[src/rtl/awb_gain_calc.sv]
// Gray-world AWB gain generator: per-frame R/G/B sums, then a shared serial
// divider produces R and B gains relative to G in fi(0,20,12).
module awb_gain_calc #(
    parameter logic [19:0] GAIN_MAX = 20'h04000,
    parameter logic [19:0] GAIN_MIN = 20'h00400
) (
    input  logic        I_clk,
    input  logic        I_rst_n,
    input  logic        I_enable,
    input  logic        I_rgb888_frame_start,
    input  logic        I_rgb888_frame_end,
    input  logic        I_rgb888_valid,
    input  logic [95:0] I_rgb888_data,
    output logic [19:0] O_r_gain,
    output logic [19:0] O_g_gain,
    output logic [19:0] O_b_gain,
    output logic        O_gain_update,
    output logic        O_busy
);

    typedef enum logic [1:0] {IDLE, DIV_R, DIV_B, UPDATE} state_t;
    state_t state, state_n;

    logic [9:0]  beat_r, beat_g, beat_b;
    logic [31:0] sum_r, sum_g, sum_b;
    logic [31:0] sum_r_x, sum_g_x, sum_b_x;
    logic [31:0] snap_r, snap_g, snap_b;
    logic [31:0] rem, den, rem_nx;
    logic [43:0] num, quo_nx;
    logic [32:0] rem_sh, diff;
    logic [5:0]  cnt;
    logic [19:0] r_res, b_res;
    logic        ge, last, start, div_step, res_load, pend;

    function automatic logic [31:0] sat_add(input logic [31:0] a, input logic [9:0] b);
        logic [32:0] s;
        s = {1'b0, a} + {23'b0, b};
        return s[32] ? '1 : s[31:0];
    endfunction

    function automatic logic [19:0] gain_of(input logic [43:0] q, input logic [31:0] d,
                                            input logic [31:0] g);
        if (d == '0)
            return (g == '0) ? 20'h01000 : GAIN_MAX;
        if (q > {24'b0, GAIN_MAX})
            return GAIN_MAX;
        if (q < {24'b0, GAIN_MIN})
            return GAIN_MIN;
        return q[19:0];
    endfunction

    always_comb begin
        beat_r = '0;
        beat_g = '0;
        beat_b = '0;
        for (int unsigned i = 0; i < 4; i++) begin
            beat_r = beat_r + {2'b00, I_rgb888_data[95 - 24*i -: 8]};
            beat_g = beat_g + {2'b00, I_rgb888_data[87 - 24*i -: 8]};
            beat_b = beat_b + {2'b00, I_rgb888_data[79 - 24*i -: 8]};
        end
    end

    // Running sum including this cycle's beat; feeds both accumulation and snapshot.
    assign sum_r_x = I_rgb888_valid ? sat_add(sum_r, beat_r) : sum_r;
    assign sum_g_x = I_rgb888_valid ? sat_add(sum_g, beat_g) : sum_g;
    assign sum_b_x = I_rgb888_valid ? sat_add(sum_b, beat_b) : sum_b;

    always_ff @(posedge I_clk or negedge I_rst_n) begin
        if (!I_rst_n) begin
            sum_r <= '0;
            sum_g <= '0;
            sum_b <= '0;
        end else if (I_rgb888_frame_start) begin
            sum_r <= I_rgb888_valid ? {22'b0, beat_r} : '0;
            sum_g <= I_rgb888_valid ? {22'b0, beat_g} : '0;
            sum_b <= I_rgb888_valid ? {22'b0, beat_b} : '0;
        end else begin
            sum_r <= sum_r_x;
            sum_g <= sum_g_x;
            sum_b <= sum_b_x;
        end
    end

    assign start  = (state == IDLE) && !O_busy && I_enable && I_rgb888_frame_end;
    assign last   = (cnt == 6'd43);
    assign den    = (state == DIV_R) ? snap_r : snap_b;
    assign rem_sh = {rem, num[43]};
    assign diff   = rem_sh - {1'b0, den};
    assign ge     = (rem_sh >= {1'b0, den});
    assign rem_nx = ge ? diff[31:0] : rem_sh[31:0];
    assign quo_nx = {num[42:0], ge};

    always_ff @(posedge I_clk or negedge I_rst_n) begin
        if (!I_rst_n)
            state <= IDLE;
        else
            state <= state_n;
    end

    always_comb begin
        state_n = state;
        case (state)
            IDLE:    if (start) state_n = DIV_R;
            DIV_R:   if (last)  state_n = DIV_B;
            DIV_B:   if (last)  state_n = UPDATE;
            UPDATE:  state_n = IDLE;
            default: state_n = IDLE;
        endcase
    end

    always_comb begin
        div_step = (state == DIV_R) || (state == DIV_B);
        res_load = (state == UPDATE);
    end

    // The final quotient bit is folded in combinationally, so the divider is re-armed
    // for B on the same edge that R's result is captured.
    always_ff @(posedge I_clk or negedge I_rst_n) begin
        if (!I_rst_n) begin
            snap_r <= '0;
            snap_g <= '0;
            snap_b <= '0;
            rem    <= '0;
            num    <= '0;
            cnt    <= '0;
            r_res  <= 20'h01000;
            b_res  <= 20'h01000;
        end else if (start) begin
            snap_r <= sum_r_x;
            snap_g <= sum_g_x;
            snap_b <= sum_b_x;
            rem    <= '0;
            num    <= {sum_g_x, 12'b0};
            cnt    <= '0;
        end else if (div_step) begin
            if (last) begin
                rem <= '0;
                num <= {snap_g, 12'b0};
                cnt <= '0;
                if (state == DIV_R)
                    r_res <= gain_of(quo_nx, snap_r, snap_g);
                else
                    b_res <= gain_of(quo_nx, snap_b, snap_g);
            end else begin
                rem <= rem_nx;
                num <= quo_nx;
                cnt <= cnt + 6'd1;
            end
        end
    end

    always_ff @(posedge I_clk or negedge I_rst_n) begin
        if (!I_rst_n) begin
            pend          <= 1'b0;
            O_r_gain      <= 20'h01000;
            O_b_gain      <= 20'h01000;
            O_gain_update <= 1'b0;
            O_busy        <= 1'b0;
        end else begin
            pend          <= res_load;
            O_gain_update <= pend;
            if (pend) begin
                O_r_gain <= r_res;
                O_b_gain <= b_res;
            end
            if (start)
                O_busy <= 1'b1;
            else if (pend)
                O_busy <= 1'b0;
        end
    end

    assign O_g_gain = 20'h01000;

endmodule

[config.mk]
export PLATFORM = sky130hd
export DESIGN_NAME = awb_gain_calc
export DESIGN_NICKNAME = d
export VERILOG_FILES = /design/src/rtl/awb_gain_calc.sv
export SDC_FILE = /design/constraint.sdc
export NUM_CORES = 1
export LEC_CHECK = 0
export CELL_PAD_IN_SITES_DETAIL_PLACEMENT = 1
export CELL_PAD_IN_SITES_GLOBAL_PLACEMENT = 2
export CORE_UTILIZATION = 32
export CTS_CLUSTER_DIAMETER = 120
export DETAILED_ROUTE_END_ITERATION = 10
export PLACE_DENSITY_LB_ADDON = 0.1
export SLEW_MARGIN = 20
export SYNTH_ARGS = -nofsm -noshare
export SYNTH_HDL_FRONTEND = slang
export SYNTH_SLANG_ARGS = --single-unit
[constraint.sdc]
create_clock -name I_clk -period 8.2 [get_ports I_clk]
set_input_delay 1.64 -clock I_clk [delete_from_list [all_inputs] [get_ports I_clk]]
set_output_delay 1.64 -clock I_clk [all_outputs]
set_load 0.01 [all_outputs]
==> flow_summary.toml <==
[outcome]
status = "complete, no violations"

[layout]
finalInstanceArea_um2 = 25210
antenna_cells = 0
utilization = 0.3807
mostFrequentLayoutCells = "354 x dfrtp_1, 217 x nand2_1, 200 x nor2_1"
nets = 2629
drive_gt1_frac = 0.07915
area_growth_pct = 16.90
layout_commonest_cell = "dfrtp_1"

[clocking]
postCtsResizedCells = 0
root_buffer = "clkbuf_16"
cts_num_sinks = 359
cts_setup_buffers = 0
hold_buffers = 0
max-clock-path-buffers = 3
clock_latency_ps = 570
path_clk_slew_ps = 50
h-tree-depth = 2
numCtsBuffers = 44
cts_tree = "yes"

[global_routing]
grt_max_degree = 190
met2_usage = 0.2878
grt_pass1_vias = 17700
grt_usage = 0.1814
use_met1 = 0.2626
use_met3 = 0.02362
grt-busiest-layer = "met2"
grt_pass1_wl_mm = 99.37
antenna_found_initial = 0
overflow = 0

[logic_synthesis]
ys_types = 88
synth_cells = 2279
ys_seq_area_frac = 0.4168
ys_ff_latch = 359
synth_edf_count = 0
syn_area_um2 = 21560
synth-main-ff-cell = "dfrtp_1"
syn_area_per_cell_um2 = 9.462
synthArstFlopShare = 1.000
yosysWarnings = 0

[timing]
slew_headroom = 0.3348
min_period_ps = 6379
hold_viol = 0
setup_tns_ps = 0
final_max_slew_viol_count = 0
rsz0062_at_grt = "no"
setup_viol = 0
timing.final.crit_share = 0.7779
clock_skew_ps = 12.63
tightest_slew_ps = 988.7
clock.fmax_ghz = 0.1568
fin_ws_ps = 1821

[route]
via_per_inst = 5.147
drt_wl_total_mm = 60.88
firstDrtPassIters = 5
antenna_left = 0
drt_iter0_drc = 809
drc = 0
num_vias = 16870
avgRoutedWirePerCell_um = 18.58

[worst_setup_path]
worst-path-max-fanout = 8
cp.required_ps = 8610
startpoint = "I_rgb888_data[1]"
start_kind = "input pin"
reg2reg_from = "state[1]"
critPathKind = "in2reg"
endpoint_kind = "flop"
worstPathArrival_ps = 6790

[floorplan]
die_area_um2 = 68430
design.core.area_um2 = 66220
initial_utilization = 0.3257
die_h_um = 261.6
ioPinCount = 164
fp-row-count = 94
die_x_um = 261.6

[placed_design]
place.gp.congestion = 0.8021
hpwl_mm = 43.96
placed_area_um2 = 23740
port_buffers = 143
pre_cts_ws_ps = 1203

[power_and_ir_drop]
ir_drop_mv = 0.1192
p_leak_nw = 11.82
powerDensity_nw_per_um2 = 230.7

[job]
drv_cap = 0

[worst_hold_path]
hold_path_class = "reg2reg"
min-delay-start = "r_res[19]"
-- worst paths after layout --
kind / to / slack [ps] / depth (start not counted)
setup / recovery: sum_b[21] / 1820 / 23
hold / removal: r_res[19] / 480 / 1
setup reg to reg: rem[20] / 3100 / 15
hold reg to reg: r_res[19] / 480 / 1
max in group asynchronous: pend / 5780 / 2
min in group asynchronous: O_r_gain[3] / 1070 / 1
-- registers in the layout (all words and copies together) (netlist names), 2 cells and up --
register	flops
O_b_gain	20
O_r_gain	20
b_res	20
cnt	6
num	44
r_res	20
rem	32
snap_b	32
snap_g	32
snap_r	32
state	2
sum_b	32
sum_g	32
sum_r	32
-- critical path, cell delays in order --
cell and delay [ps]:
clkdlybuf4s50_1 460, inv_1 50, fa_1 500, fa_1 520, inv_1 50, ha_1 200, inv_1 70, fa_1 200
inv_1 50, a21oi_1 120, o21bai_1 100, a21o_1 180, a21o_1 190, a21o_1 170, a21oi_1 190, inv_1 70
ha_1 430, nand4_1 180, o32ai_4 520, nand3_1 330, nor3_1 260, xnor2_1 190, a21oi_1 100
-- where the power goes --
group | switching, mW | internal, mW
Sequential | 0.0652 | 1.84
Combinational | 1.12 | 0.797
Clock | 0.810 | 1.18
Total | 1.99 | 3.82
-- cell type report --
type / count / area, um2
multi-input combinational: 1639 / 11410
clock buffer: 64 / 1276
timing repair buffer: 159 / 1598
fill: 7474 / 41010
tap: 864 / 1081
sequential: 359 / 8990
clock inverter: 15 / 185.2
inverter: 177 / 664.4
-- synth_stat cells, types with 11 or more instances --
master / n / area share
a21o_1: 46 / 0.016
a21oi_1: 135 / 0.031
a22o_1: 40 / 0.016
a22oi_1: 11 / 0.0038
a31oi_1: 12 / 0.0035
and2_1: 13 / 0.0038
and3_1: 18 / 0.0052
buf_4: 23 / 0.0080
clkbuf_1: 76 / 0.013
dfrtp_1: 355 / 0.41
fa_1: 52 / 0.048
ha_1: 95 / 0.055
inv_1: 175 / 0.030
mux2_2: 43 / 0.022
mux2i_1: 85 / 0.039
nand2_1: 217 / 0.038
nand3_1: 48 / 0.011
nand4_1: 32 / 0.0093
nor2_1: 202 / 0.035
nor3_1: 28 / 0.0065
nor4_1: 43 / 0.012
o211ai_1: 24 / 0.0084
o21ai_0: 154 / 0.036
o21ai_1: 32 / 0.0074
o21bai_1: 22 / 0.0077
o22ai_1: 24 / 0.0070
xnor2_1: 58 / 0.024
xor2_1: 45 / 0.018
-- stage by stage --
stage | hold WS (ps) | total power [mW] | std cells
finish | 478.8 | 5.815 | 3277
global route | 489.3 | 6.206 | 3277
global placement | 463.7 | 3.827 | 3197
detailed placement | 468.7 | 3.861 | 3198
CTS | 486.8 | 5.905 | 3277
floorplan | 351.9 | 3.371 | 2297
-- per-layer routing --
layer | vias to the layer above | part of all wire
met1 | 8430 | 0.50
met3 | 65 | 0.030
met2 | 240 | 0.45
met5 | - | 0
met4 | 0 | 0.016
li1 | 8132 | -
-- logic make-up (layout without fill, tap and decap cells) --
kind of cell | count (synthesis) | in the layout | synth area share
mux | 128 | 128 | 0.06191
flops | 359 | 359 | 0.4168
fa+ha+maj | 147 | 147 | 0.1034
xor+xnor | 103 | 103 | 0.04183
compound gates | 575 | 575 | 0.1727
simple gates | 666 | 666 | 0.1451
other cells | 2 | 20 | 0.0003483
buf+inv | 299 | 415 | 0.05796
(Power assumes the default switching activity.)
